File: src/rtl/mipi_rffe_slave_if.sv
// mipi_rffe_slave_if: RFFE pad pins plus the write-commit/status strobes of the slave.
interface mipi_rffe_slave_if;
    logic       sclk;
    logic       sdata_i;
    logic       sdata_o;
    logic       sdata_oe;
    logic       wr_vd;
    logic [4:0] wr_addr;
    logic [7:0] wr_data;
    logic       parity_err;
    logic       busy;
    modport master (output sclk, sdata_i,
                    input  sdata_o, sdata_oe, wr_vd, wr_addr, wr_data, parity_err, busy);
    modport slave  (input  sclk, sdata_i,
                    output sdata_o, sdata_oe, wr_vd, wr_addr, wr_data, parity_err, busy);
endinterface

File: src/rtl/mipi_rffe_slave.sv
// mipi_rffe_slave: oversampled RFFE slave decoding Reg Write, Reg Read and Reg-0 Write into a 32x8 register file.
module mipi_rffe_slave #(
    parameter logic [3:0] USID_RST    = 4'hA,
    parameter int         SYNC_STAGES = 2,
    parameter int         REG_NBIT    = 8
) (
    input logic              clk,
    input logic              rst_n,
    mipi_rffe_slave_if.slave bus
);
    typedef enum logic [2:0] {S_IDLE, S_CMD, S_WDATA, S_RPARK, S_RDATA, S_EPARK, S_PARK, S_WAIT} state_t;

    logic [SYNC_STAGES-1:0] r_sclk_s, r_sda_s;
    logic                   r_sclk_d, r_sda_d, r_arm;
    state_t                 r_state;
    logic [3:0]             r_cnt;
    logic [12:0]            r_sr;
    logic [4:0]             r_addr, r_wr_addr;
    logic [3:0]             r_usid;
    logic [REG_NBIT-1:0]    r_regs [32];
    logic [REG_NBIT-1:0]    r_wr_data;
    logic                   r_sdo, r_oe, r_wr_vd, r_perr;

    logic        w_sclk, w_sda, w_rise, w_fall, w_ssc, w_wr, w_sa_ok;
    logic [12:0] w_cmd;
    logic [7:0]  w_op;
    logic [3:0]  w_sa;

    assign w_sclk  = r_sclk_s[SYNC_STAGES-1];
    assign w_sda   = r_sda_s[SYNC_STAGES-1];
    assign w_rise  = w_sclk & ~r_sclk_d;
    assign w_fall  = ~w_sclk & r_sclk_d;
    assign w_ssc   = ~w_sclk & r_arm & ~w_sda & r_sda_d;
    // Shift register with the incoming bit appended; doubles as the 9-bit data+parity word in WDATA
    assign w_cmd   = {r_sr[11:0], w_sda};
    assign w_sa    = w_cmd[12:9];
    assign w_op    = w_cmd[8:1];
    assign w_wr    = w_op[7] | (w_op[7:5] == 3'b010);
    assign w_sa_ok = (w_sa == r_usid) | ((w_sa == 4'h0) & w_wr);

    assign bus.sdata_o    = r_sdo;
    assign bus.sdata_oe   = r_oe;
    assign bus.wr_vd      = r_wr_vd;
    assign bus.wr_addr    = r_wr_addr;
    assign bus.wr_data    = r_wr_data;
    assign bus.parity_err = r_perr;
    assign bus.busy       = (r_state != S_IDLE);

    always_ff @(posedge clk or negedge rst_n) begin
        if (!rst_n) begin
            r_sclk_s <= '0;
            r_sda_s  <= '0;
            r_sclk_d <= 1'b0;
            r_sda_d  <= 1'b0;
            r_arm    <= 1'b0;
        end else begin
            r_sclk_s <= {r_sclk_s[SYNC_STAGES-2:0], bus.sclk};
            r_sda_s  <= {r_sda_s[SYNC_STAGES-2:0], bus.sdata_i};
            r_sclk_d <= w_sclk;
            r_sda_d  <= w_sda;
            // Armed by an SDATA rise during SCLK low; the following fall is the SSC
            r_arm    <= ~w_sclk & (r_arm | (w_sda & ~r_sda_d)) & ~w_ssc;
        end
    end

    always_ff @(posedge clk or negedge rst_n) begin
        if (!rst_n) begin
            r_state   <= S_IDLE;
            r_cnt     <= '0;
            r_sr      <= '0;
            r_addr    <= '0;
            r_usid    <= USID_RST;
            r_sdo     <= 1'b0;
            r_oe      <= 1'b0;
            r_wr_vd   <= 1'b0;
            r_wr_addr <= '0;
            r_wr_data <= '0;
            r_perr    <= 1'b0;
            for (int i = 0; i < 32; i++) r_regs[i] <= '0;
        end else begin
            r_wr_vd <= 1'b0;
            r_perr  <= 1'b0;
            if (w_ssc) begin
                r_state <= S_CMD;
                r_cnt   <= '0;
                r_oe    <= 1'b0;
                r_sdo   <= 1'b0;
            end else begin
                case (r_state)
                    S_CMD: if (w_fall) begin
                        r_sr  <= w_cmd;
                        r_cnt <= r_cnt + 4'd1;
                        if (r_cnt == 4'd12) begin
                            r_cnt  <= '0;
                            r_addr <= w_op[4:0];
                            if (!(^w_cmd)) begin
                                r_perr  <= 1'b1;
                                r_state <= S_WAIT;
                            end else if (!w_sa_ok) r_state <= S_WAIT;
                            else if (w_op[7]) begin
                                r_regs[0] <= {1'b0, w_op[6:0]};
                                r_wr_vd   <= 1'b1;
                                r_wr_addr <= '0;
                                r_wr_data <= {1'b0, w_op[6:0]};
                                r_state   <= S_PARK;
                            end else if (w_op[7:5] == 3'b010) r_state <= S_WDATA;
                            else if (w_op[7:5] == 3'b011) r_state <= S_RPARK;
                            else r_state <= S_WAIT;
                        end
                    end
                    S_WDATA: if (w_fall) begin
                        r_sr  <= w_cmd;
                        r_cnt <= r_cnt + 4'd1;
                        if (r_cnt == 4'd8) begin
                            r_cnt   <= '0;
                            r_state <= S_PARK;
                            if (^w_cmd[8:0]) begin
                                r_regs[r_addr] <= w_cmd[8:1];
                                r_wr_vd        <= 1'b1;
                                r_wr_addr      <= r_addr;
                                r_wr_data      <= w_cmd[8:1];
                                if (r_addr == 5'h1F) r_usid <= w_cmd[4:1];
                            end else r_perr <= 1'b1;
                        end
                    end
                    S_RPARK: if (w_fall) begin
                        r_sr[8:0] <= {r_regs[r_addr], ~^r_regs[r_addr]};
                        r_cnt     <= '0;
                        r_state   <= S_RDATA;
                    end
                    S_RDATA: if (w_rise) begin
                        r_oe  <= 1'b1;
                        r_sdo <= r_sr[8];
                        r_sr  <= {r_sr[11:0], 1'b0};
                        r_cnt <= r_cnt + 4'd1;
                        if (r_cnt == 4'd8) begin
                            r_cnt   <= '0;
                            r_state <= S_EPARK;
                        end
                    end
                    S_EPARK: if (w_rise) begin
                        r_sdo <= 1'b0;
                        r_cnt <= 4'd1;
                    end else if (w_fall && r_cnt == 4'd1) begin
                        r_oe    <= 1'b0;
                        r_cnt   <= '0;
                        r_state <= S_IDLE;
                    end
                    S_PARK: if (w_fall) r_state <= S_IDLE;
                    default: ;
                endcase
            end
        end
    end
endmodule
File: src/flat_wrapper.sv
// flat-port wrapper written by rule: the top's interface ports become plain ports
module mipi_rffe_slave_flat 
#(
    parameter logic [3:0] USID_RST    = 4'hA,
    parameter int         SYNC_STAGES = 2,
    parameter int         REG_NBIT    = 8
)
  (clk, rst_n, bus_sclk, bus_sdata_i, bus_sdata_o, bus_sdata_oe, bus_wr_vd, bus_wr_addr, bus_wr_data, bus_parity_err, bus_busy);
  mipi_rffe_slave_if bus_i ();
  input logic clk;
  input logic rst_n;
  input wire logic [$bits(bus_i.sclk)-1:0] bus_sclk;
  input wire logic [$bits(bus_i.sdata_i)-1:0] bus_sdata_i;
  output wire logic [$bits(bus_i.sdata_o)-1:0] bus_sdata_o;
  output wire logic [$bits(bus_i.sdata_oe)-1:0] bus_sdata_oe;
  output wire logic [$bits(bus_i.wr_vd)-1:0] bus_wr_vd;
  output wire logic [$bits(bus_i.wr_addr)-1:0] bus_wr_addr;
  output wire logic [$bits(bus_i.wr_data)-1:0] bus_wr_data;
  output wire logic [$bits(bus_i.parity_err)-1:0] bus_parity_err;
  output wire logic [$bits(bus_i.busy)-1:0] bus_busy;
  assign bus_i.sclk = bus_sclk;
  assign bus_i.sdata_i = bus_sdata_i;
  assign bus_sdata_o = bus_i.sdata_o;
  assign bus_sdata_oe = bus_i.sdata_oe;
  assign bus_wr_vd = bus_i.wr_vd;
  assign bus_wr_addr = bus_i.wr_addr;
  assign bus_wr_data = bus_i.wr_data;
  assign bus_parity_err = bus_i.parity_err;
  assign bus_busy = bus_i.busy;
  mipi_rffe_slave #(.USID_RST(USID_RST), .SYNC_STAGES(SYNC_STAGES), .REG_NBIT(REG_NBIT)) u_core (.clk(clk), .rst_n(rst_n), .bus(bus_i));
endmodule
File: config.mk
export PLATFORM = sky130hd
export DESIGN_NAME = mipi_rffe_slave_flat
export DESIGN_NICKNAME = d
export VERILOG_FILES = /design/src/rtl/mipi_rffe_slave_if.sv /design/src/rtl/mipi_rffe_slave.sv /design/src/flat_wrapper.sv
export SDC_FILE = /design/constraint.sdc
export NUM_CORES = 1
export LEC_CHECK = 0
export BUFFER_PORTS_ARGS = -buffer_cell sky130_fd_sc_hd__buf_2
export CELL_PAD_IN_SITES_DETAIL_PLACEMENT = 1
export CELL_PAD_IN_SITES_GLOBAL_PLACEMENT = 2
export CORE_ASPECT_RATIO = 0.7
export CORE_MARGIN = 2
export CORE_UTILIZATION = 41
export CTS_BUF_LIST = sky130_fd_sc_hd__clkbuf_16
export DETAILED_ROUTE_END_ITERATION = 10
export PLACE_DENSITY_LB_ADDON = 0.1
export SLEW_MARGIN = 30
export SYNTH_ARGS = -nofsm -noshare
export SYNTH_HDL_FRONTEND = slang
export SYNTH_SLANG_ARGS = --single-unit
File: constraint.sdc
create_clock -name clk -period 3.45 [get_ports clk]
set_input_delay 0.345 -clock clk [delete_from_list [all_inputs] [get_ports clk]]
set_output_delay 0.345 -clock clk [all_outputs]
set_load 0.01 [all_outputs]
==> results of run 1 <==
-- layout make-up --
cell class	instances	area (um2)	area share
Sequential cell	308	7714	0.4593
Multi-Input combinational cell	752	6531	0.3889
Clock buffer	35	875.8	0.05215
Timing Repair Buffer	100	865.8	0.05155
Tap cell	472	590.6	0.03516
Clock inverter	23	172.7	0.01028
Inverter	12	45.04	0.002682
-- through the flow --
step                      hold WS [ns]  cells  total power [mW]  setup TNS [ns]  instance area, um2
after floorplan                0.04941   1154             5.513               0               14600
after global routing            0.3576   1702             10.44      -0.0001656               16790
after detailed placement        0.3386   1641             6.477               0               15710
after CTS                       0.3522   1702             10.08               0               16790
final                           0.3497   1702             9.946               0               16790
after global placement          0.3331   1641             6.466               0               15710
-- sequential cells by signal, summed over array words and instances (netlist names) --
signal / count
u_core.r_regs: 256
u_core.r_sr: 12
u_core.bus.wr_data: 8
u_core.bus.wr_addr: 5
u_core.r_addr: 5
u_core.r_cnt: 4
u_core.r_usid: 4
u_core.r_state: 3
u_core.r_sclk_s: 2
u_core.r_sda_s: 2
u_core.bus.parity_err: 1
u_core.bus.sdata_o: 1
u_core.bus.sdata_oe: 1
u_core.bus.wr_vd: 1
u_core.r_arm: 1
u_core.r_sclk_d: 1
u_core.r_sda_d: 1
-- cells in the mapped netlist (all sizes together) (4+ instances only) --
master   number
nor2b         4
nand3        20
or4b          4
xor2          5
nand4bb       6
inv          12
and3          4
dfrtp       306
nand2b        7
and2          4
nor3         15
nand4b        4
clkbuf       62
nor2         36
buf          20
ha            5
mux2i       136
nand2        54
a21oi        14
o21ai        43
mux2        259
nor4         21
xnor2        16
o22ai        65
-- routing by layer --
layer  vias to the layer above  share of wire
met5                         -              0
met4                         0          0.017
met3                        55          0.049
met2                       159           0.41
met1                      5067           0.52
li1                       4302              -
-- power by group --
group / leakage, nW / switching (mW) / internal, mW / total (mW)
logic: 2.78 / 1.70 / 0.844 / 2.54
registers: 4.26 / 0.151 / 3.72 / 3.87
clock network: 0.543 / 1.48 / 2.05 / 3.53
-- timing repair --
item,CTS,global route
setup endpoints to repair,0,53
hold endpoints to repair,88,0
hold buffers,3,0
gates resized for setup,0,2
-- cell families (layout without fill, tap and decap cells) --
kind of cell             after synthesis  in the layout  synth area share
multiplexers                         395            395            0.2930
flip-flops                           308            308            0.5282
AND/OR/NAND/NOR                      194            194           0.07791
AO/OA/AOI/OAI                        135            135           0.05486
buffers and inverters                 94            170           0.02546
XOR/XNOR                              23             23           0.01628
adder cells (fa/ha/maj)                5              5          0.004286
-- final timing paths --
check / startpoint / endpoint / cells past startpoint
worst max-delay path: u_core.r_sr[5] / u_core.r_regs[209] / 10
worst min-delay path: u_core.r_sclk_s[0] / u_core.r_sclk_s[1] / 0
worst max register to register: u_core.r_sr[5] / u_core.r_regs[209] / 10
worst min register to register: u_core.r_sclk_s[0] / u_core.r_sclk_s[1] / 0
max in group asynchronous: rst_n / u_core.r_usid[1] / 3
min in group asynchronous: rst_n / u_core.bus.wr_data[4] / 2
-- placed cells by master (no fill, tap or decap), types with 12 or more instances in the layout --
master,netlist,routed
dfrtp_1,306,305
buf_12,0,12
nor2_1,26,26
mux2_2,259,259
buf_2,6,20
xnor2_1,16,16
nand3_1,16,16
o22ai_1,65,65
o21ai_0,42,42
a21oi_1,14,13
mux2i_1,136,136
clkbuf_16,0,35
nor4_1,19,18
inv_1,12,20
buf_4,3,64
nand2_1,54,54
==> impl_results.md, run 1 <==
- CP peak stage delay: 0.50 ns
- Grt total ovfl: 0
- Layout cells sized above 1: 0.3520
- Cell variety after synth: 57
- Mapped Cells: 1154
- Sequential-to-total area share from yosys stat: 0.5282
- WP data required: between 3 and 4 ns
- Crit-path cells: inv_1 > ha_1 > xor2_1 > xnor3_2 > xor2_2 > nor4_4 > nand3b_1 > buf_4 > nor3_4 > mux2_2
- Yosys reg bits: 308
- Grt peak-use layer: met1
- Worst-Margin Slew: approximately 0.76 ns
- CORE AREA: 34870 um2
- N_diodes: 0
- Mapped cell area: about 15000 um2
- Static Leak: 7.581 nW
- 1st-pass router iterations: 5
- Slowest-stage cell, CP: xnor3_2
- CP startpoint kind: register
- EDFF count, synth: 0
- Net Count, Synth: 1163
- Met2 Use GR: 0.3222
- DR DRC count: 0
- I/O pin cnt: 22
- Via/cell ratio: about 5.6
- # rows: 57
- Post-route ant nets: 0
- Final critical-path required period: about 3.3 ns
- Clock root cell: clkbuf_16
- Final net count: ~1200
- CTS buffer count: 34
- Reg clk slew, reported paths: 0.06 ns
- Clock tree sinks: a little over 300
- Syn-to-layout area delta: 15.05%
- Cell type with the largest total area after synthesis: dfrtp_1
- Top cell type's share of synthesized area: 0.5246
- Port buffer count: 21
- Worst-Skew Late Latency: approximately 0.52 ns
- Final setup violation count: 0
- R2R Setup Slk: about 0.17 ns
- Cell family with most CP delay: simple AND/OR/NAND/NOR gates
- Via count: 9583
- Largest net degree at the start of global routing: 92
- Tot GR Track Use: 0.2305
- Wire length per cell: roughly 24 um
- Final WL: 41.67 mm
- Global-route wire length before repair: 65.01 mm
- Slew headroom: 0.4960
- Pre-CTS setup slack: 0.03104 ns
- Leading post-synthesis cells by cell area: dfrtp_1, mux2_2, mux2i_1
- Filler Cells Inserted: 3526
- Worst clock skew: 0.01842 ns
- Peak Freq: 305.0 MHz
- Ys Warns: 0
- Worst Setup End Kind: register
- Initial antenna violation count: 1
- Final Max Tran Viols: 0
- Dominant synthesized flop cell: dfrtp_1
- Worst Path Buf+Inv: 2
- Initial DRC Count: 656
- Status: completed
- Initial Utilization: 0.4186
- Final hold viol count: 0
- Bufs on Longest Clock Path: 3
- Setup ws final: 0.1715 ns
- Die H: about 160 um
- Period Utilization, post-route: 0.9503
- MaxCap Viol Count: 0
- Hold Crit Class: register to register
- Final core utilization: 0.4816
- CTS tree: built
- CP Class: register to register
- DP Wirelength: 27.51 mm
- Max Fanout on Critical Path: 8
- CP Data Arrival Time: 3.68 ns
- DIE AREA: roughly 37000 um2
- Met1 usage: 0.3590
- Worst-case vdd ir drop: 0.0004086 V
- Pwr/cell area: 592.2 nW/um2
- Die span in x: 229.5 um
- Vias in the first global route: 10090
- Placer Congestion: 0.7953
- Post-Syn Area per Cell: 12.65 um2
- Async set-reset flop share out of synthesis: 1.000
- H-tree Lvls: 2
- Postcts setup bufs: 0
- Global Route met3 Usage: 0.05355
(Power assumes the default switching activity.)
==> run 2, diff against run 1 <==
- BUFFER_PORTS_ARGS: -buffer_cell sky130_fd_sc_hd__buf_2 -> -buffer_cell sky130_fd_sc_hd__buf_4
==> impl_results.md, run 2 (synthesized netlist as in run 1, its figures left out) <==
- I/O pin cnt: 22 (unchanged)
- Clock tree sinks: 308 (unchanged)
- Reg clk slew, reported paths: 0.06 ns (about the same)
- Vias in the first global route: 10120 (+0.24%)
- Final Max Tran Viols: 0 (unchanged)
- Final non-filler cell area: 16790 um2 (about the same)
- CTS buffer count: 34 (unchanged)
- Worst clock skew: 0.02210 ns (+0.003679 ns)
- N_diodes: 0 (unchanged)
- Worst-Margin Slew: 0.7690 ns (+0.01288 ns)
- Inst Count DP: 1648 (+0.43%)
- RSZ-0062 raised after global routing: no
- Placer Congestion: 0.8004 (+0.64%)
- Most common cell after layout, fill and taps aside: dfrtp_1
- Die span in x: 229.5 um (unchanged)
- Bufs on Longest Clock Path: 3 (unchanged)
- WP data required: 3.85 ns (about the same)
- Final WL: 41.96 mm (+0.70%)
- Via/cell ratio: 5.610 (-0.36%)
- Largest register FFs: 256 (unchanged)
- Layout cells sized above 1: 0.3573 (+0.005226)
- Port buffer count: 21 (unchanged)
- Status: completed
- CTS tree: built
- Hold Path End: u_core.r_sclk_s[1]
- Final net count: 1226 (+0.74%)
- # rows: 57 (unchanged)
- CP startpoint kind: register
- Initial Utilization: 0.4186 (unchanged)
- Wire length per cell: 24.51 um (+0.11%)
- Initial DRC Count: 505 (-23%)
- Worst-case vdd ir drop: 0.0003862 V (-5.5%)
- 1st-pass router iterations: 4 (-1)
- CORE AREA: 34870 um2 (unchanged)
- Pwr/cell area: 579.0 nW/um2 (-2.2%)
- MaxCap Viol Count: 0 (unchanged)
- Hold Startpoint: u_core.r_sclk_s[0]
- Grt total ovfl: 0 (unchanged)
- Global-route wire length before repair: 65.09 mm (+0.12%)
- Filler Cells Inserted: 3561 (+0.99%)
- Static Leak: 7.599 nW (+0.23%)
- DP Wirelength: 27.91 mm (+1.4%)
- Reg2reg end: u_core.r_regs[200]
- Initial antenna violation count: 0 (-1)
- Worst-Skew Late Latency: 0.52 ns (about the same)
- Non-filler instance count after layout: 1712 (+0.59%)
- Final critical-path required period: 3.244 ns (-0.03482 ns)
- Area after DPL: 15740 um2 (+0.18%)
- CP Data Arrival Time: 3.64 ns (-0.04 ns)
- Most frequent cells in the layout: dfrtp_1, mux2_2, mux2i_1
- Period Utilization, post-route: 0.9402 (-0.01009)
- Die H: 161.9 um (unchanged)
- Slew headroom: 0.4874 (-0.008585)
- Most flop-heavy register: u_core.r_regs
- R2R Setup Slk: 0.21 ns (+0.03 ns)
- Clock root cell: clkbuf_16
- FF-to-FF Start: u_core.r_sr[5]
- DIE AREA: 37150 um2 (unchanged)
- Via count: 9605 (+0.23%)
- Hold Crit Class: register to register
- Largest net degree at the start of global routing: 87 (-5.4%)
- Reg2reg path depth: 9 (-1)
- Post-route ant nets: 0 (unchanged)
- Power Total: 9.724 mW (-2.2%)
- DR DRC count: 0 (unchanged)
- Final hold viol count: 0 (unchanged)
- Syn-to-layout area delta: 15.03% (about the same)
- Peak Freq: 308.3 MHz (+1.1%)
- Hold Crit Depth: 0 (unchanged)
- Max Fanout on Critical Path: 9 (+1)
- Tot GR Track Use: 0.2317 (+0.001206)
- Final setup violation count: 0 (unchanged)
- H-tree Lvls: 2 (unchanged)
- Worst Setup End Kind: register
- CP Class: register to register
-- run 2: cell types whose count changed in the layout (fill, tap and decap cells not counted), sizes merged --
cell	delta
buf	+9
bufinv	-3
clkinv	+2
inv	+2
-- run 2: routing by layer --
layer,vias up,global-route usage,part of all wire
li1,4343,-,-
met2,136,0.3341,0.42
met1,5072,0.3600,0.52
met5,-,0,0
met4,0,0.04693,0.014
met3,54,0.04494,0.041
-- run 2: worst max-delay path by stage --
| stage | start | to | slack, ns | depth (start not counted) |
|---|---|---|---|---|
| 2_1_floorplan | u_core.r_sr[5] | u_core.r_regs[240] | 0.0005 | 12 |
| 3_3_place_gp | u_core.r_sr[5] | u_core.r_regs[65] | 0.13 | 9 |
| 3_5_place_dp | u_core.r_sr[5] | u_core.r_regs[64] | -0.03 | 9 |
| 4_1_cts | u_core.r_sr[5] | u_core.r_regs[115] | 0.04 | 10 |
| 5_1_grt | u_core.r_sr[5] | u_core.r_regs[64] | 0.01 | 9 |
| 6_report | u_core.r_sr[5] | u_core.r_regs[200] | 0.21 | 9 |
-- run 2: final cells by class --
class | instances | area, um2 | area share
clock inverter | 24 | 102.6 | 0.006110
clock buffer | 35 | 875.8 | 0.05216
tap | 472 | 590.6 | 0.03517
timing repair buffer | 109 | 933.4 | 0.05558
multi-input combinational | 752 | 6531 | 0.3889
inverter | 12 | 45.04 | 0.002682
sequential | 308 | 7714 | 0.4594
-- run 2: metrics by stage --
step                      setup WS, ns  utilization  hold WS [ns]  TNS [ns]
after CTS                      0.03927       0.4802        0.3578         0
final                           0.2063       0.4815        0.3584         0
after global placement          0.1278       0.4511        0.3348         0
after global routing           0.01392       0.4815        0.3620         0
after detailed placement      -0.03004       0.4512        0.3435   -0.1613
after floorplan              0.0005038            -       0.04941         0
-- run 2: worst max-delay path, cell delays in order, from the launching register on --
cell and delay [ns]:
dfrtp_1 0.36, inv_1 0.06, ha_1 0.30, xor2_1 0.17, xnor3_2 0.53, xor2_2 0.22
nor4_4 0.33, and3b_1 0.35, nand2_1 0.40, mux2_2 0.41
-- run 2: timing repair --
item | CTS | global route
hold buffers | 3 | 0
hold endpoints to repair | 80 | 0
setup buffers | 0 | 2
resized for setup | 1 | 1
pin swaps | 0 | 3
setup endpoints to repair | 11 | 86
-- run 2: where the power goes --
group | switching [mW] | total, mW | leakage [nW] | internal [mW]
logic | 1.68 | 2.52 | 2.82 | 0.833
registers | 0.202 | 3.92 | 4.26 | 3.72
clock network | 1.45 | 3.28 | 0.524 | 1.83
==> run 3, diff against run 2 <==
- CORE_UTILIZATION: 41 -> 40
==> impl_results.md, run 3 (synthesized netlist as in run 1, its figures left out) <==
- Post-route ant nets: 0 (unchanged)
- Static Leak: 7.706 nW (+1.4%)
- Most frequent cells in the layout: dfrtp_1, mux2_2, mux2i_1
- Final critical-path required period: 3.284 ns (+0.04060 ns)
- Hold Crit Class: register to register
- Layout cells sized above 1: 0.3686 (+0.01137)
- Initial DRC Count: 549 (+8.7%)
- DIE AREA: 38060 um2 (+2.4%)
- Reg clk slew, reported paths: 0.07 ns (about the same)
- Largest net degree at the start of global routing: 77 (-11%)
- WP data required: 3.91 ns (+0.06 ns)
- Clock Power Share: 0.360 (+0.022)
- CTS tree: built
- Initial Utilization: 0.4064 (-0.01220)
- I/O pin cnt: 22 (unchanged)
- Most flop-heavy register: u_core.r_regs
- Final setup violation count: 0 (unchanged)
- Clock tree sinks: 308 (unchanged)
- Worst-Skew Late Latency: 0.59 ns (+0.07 ns)
- Bufs on Longest Clock Path: 3 (unchanged)
- Sw Ratio: 0.3301 (-0.01326)
- CP startpoint kind: register
- DR DRC count: 0 (unchanged)
- CP Data Arrival Time: 3.75 ns (+0.11 ns)
- Most common cell after layout, fill and taps aside: dfrtp_1
- CP Class: register to register
- Clock root cell: clkbuf_16
- Via/cell ratio: 5.555 (-0.98%)
- Worst Setup End Kind: register
- Wire length on met3: 1.365 mm (-21%)
- Status: completed
- Wire length per cell: 24.23 um (-1.2%)
- CTS buffer count: 31 (-8.8%)
- Post-Route M1 WL: 22.40 mm (+1.8%)
- Worst-case vdd ir drop: 0.0004974 V (+29%)
- Final hold viol count: 0 (unchanged)
- Tot GR Track Use: 0.2292 (-0.002513)
- Initial antenna violation count: 0 (unchanged)
- Worst-Margin Slew: 0.6835 ns (-0.08545 ns)
- DR WL met2: 17.68 mm (+0.32%)
- 1st-pass router iterations: 4 (unchanged)
- Power Total: 10.06 mW (+3.4%)
- Final net count: 1240 (+1.1%)
- N_diodes: 0 (unchanged)
- Vias in the first global route: 10170 (+0.56%)
- Port buffer count: 21 (unchanged)
- Slowest-stage cell, CP: xnor3_2
- Sequential share of power: 0.387 (-0.017)
- Top Layer Used: met4
- Combinational Power Share: 0.253 (-0.006)
- Worst clock skew: 0.01952 ns (-0.002573 ns)
- # rows: 58 (+1.8%)
- Final WL: 42.06 mm (+0.23%)
- Cell family with most CP delay: simple AND/OR/NAND/NOR gates
- Syn-to-layout area delta: 16.71%
- Placer Congestion: 0.8515 (+6.4%)
- Setup TNS: 0 ns (unchanged)
- Period Utilization, post-route: 0.9520 (+0.01177)
- WHS: 0.3499 ns (-0.008412 ns)
- CP peak stage delay: 0.50 ns (-0.03 ns)
- Crit-path cells: inv_1 > ha_1 > xor2_1 > xnor3_2 > xor2_2 > nor4_4 > nand3b_1 > buf_4 > nor3_4 > mux2_2
- Peak Freq: 304.5 MHz (-1.2%)
- Internal power: 6.738 mW (+5.5%)
- Via count: 9644 (+0.41%)
- Global-route wire length before repair: 65.58 mm (+0.75%)
- Setup ws final: 0.1657 ns (-0.04060 ns)
- CORE AREA: 35920 um2 (+3.0%)
- Final Max Tran Viols: 0 (unchanged)
- DP Wirelength: 28.25 mm (+1.2%)
- P_sw: 3.321 mW (-0.55%)
- Worst Path Buf+Inv: 2 (+1)
- Max Fanout on Critical Path: 8 (-1)
- MaxCap Viol Count: 0 (unchanged)
- Largest register FFs: 256 (unchanged)
- H-tree Lvls: 1 (-1)
- Die H: 163.8 um (+1.2%)
- Grt total ovfl: 0 (unchanged)
- Slew headroom: 0.5401 (+0.05276)
- Pwr/cell area: 590.4 nW/um2 (+2.0%)
- Pre-CTS setup slack: 0.06270 ns (+0.09274 ns)
- Die span in x: 232.3 um (+1.2%)
-- run 3: cell count changes in the layout (fill, tap and decap cells not counted), moves of 2 or more --
| cell | change |
|---|---|
| clkinv_1 | +2 |
| inv_1 | -6 |
| clkbuf_16 | -4 |
| buf_4 | +16 |
| bufinv_16 | +7 |
-- run 3: final timing paths --
kind | from | end | slack (ns) | cells after the start
worst max register to register | u_core.r_sr[5] | u_core.r_regs[118] | 0.17 | 10
min in group asynchronous | rst_n | u_core.bus.parity_err | 0.36 | 2
max in group asynchronous | rst_n | u_core.r_regs[122] | 2.19 | 3
worst max-delay path | u_core.r_sr[5] | u_core.r_regs[118] | 0.17 | 10
worst min-delay path | u_core.r_sda_s[0] | u_core.r_sda_s[1] | 0.35 | 0
worst min register to register | u_core.r_sda_s[0] | u_core.r_sda_s[1] | 0.35 | 0
-- run 3: through the flow --
step / instances / cell area, um2 / util
floorplan: 1154 / 14600 / -
global placement: 1674 / 15900 / 0.4427
detailed placement: 1674 / 15910 / 0.4428
CTS: 1735 / 17010 / 0.4736
global route: 1736 / 17040 / 0.4743
finish: 1736 / 17040 / 0.4743
-- run 3: power by group through the flow --
stage	combinational [mW]	sequential [mW]	clock [mW]
5_1_grt	2.76	3.91	3.87
4_1_cts	2.57	3.89	3.73
6_report	2.55	3.89	3.62
2_1_floorplan	1.65	3.87	0
3_3_place_gp	2.52	3.95	0
3_5_place_dp	2.55	3.95	0
-- run 3: final cells by class --
cell class              count  area, um2
inverters                  12      45.04
flip-flops and latches    308       7714
clock inverters            27      301.5
multi-input cells         752       6528
fillers                  3681      18880
repair buffers            126       1074
clock buffers              31      775.7
well taps                 480      600.6
-- run 3: per-layer routing --
metal  GRT usage  up-vias
li1            -     4356
met1      0.3661     5130
met2      0.3298      117
met3     0.03385       41
met4     0.03700        0
met5           0        -
-- run 3: what timing repair did --
| action | CTS | global route |
|---|---|---|
| resized for setup | 0 | 2 |
| hold endpoints to repair | 72 | 0 |
| setup endpoints to repair | 0 | 56 |
| setup buffers | 0 | 1 |
| hold buffers | 3 | 0 |
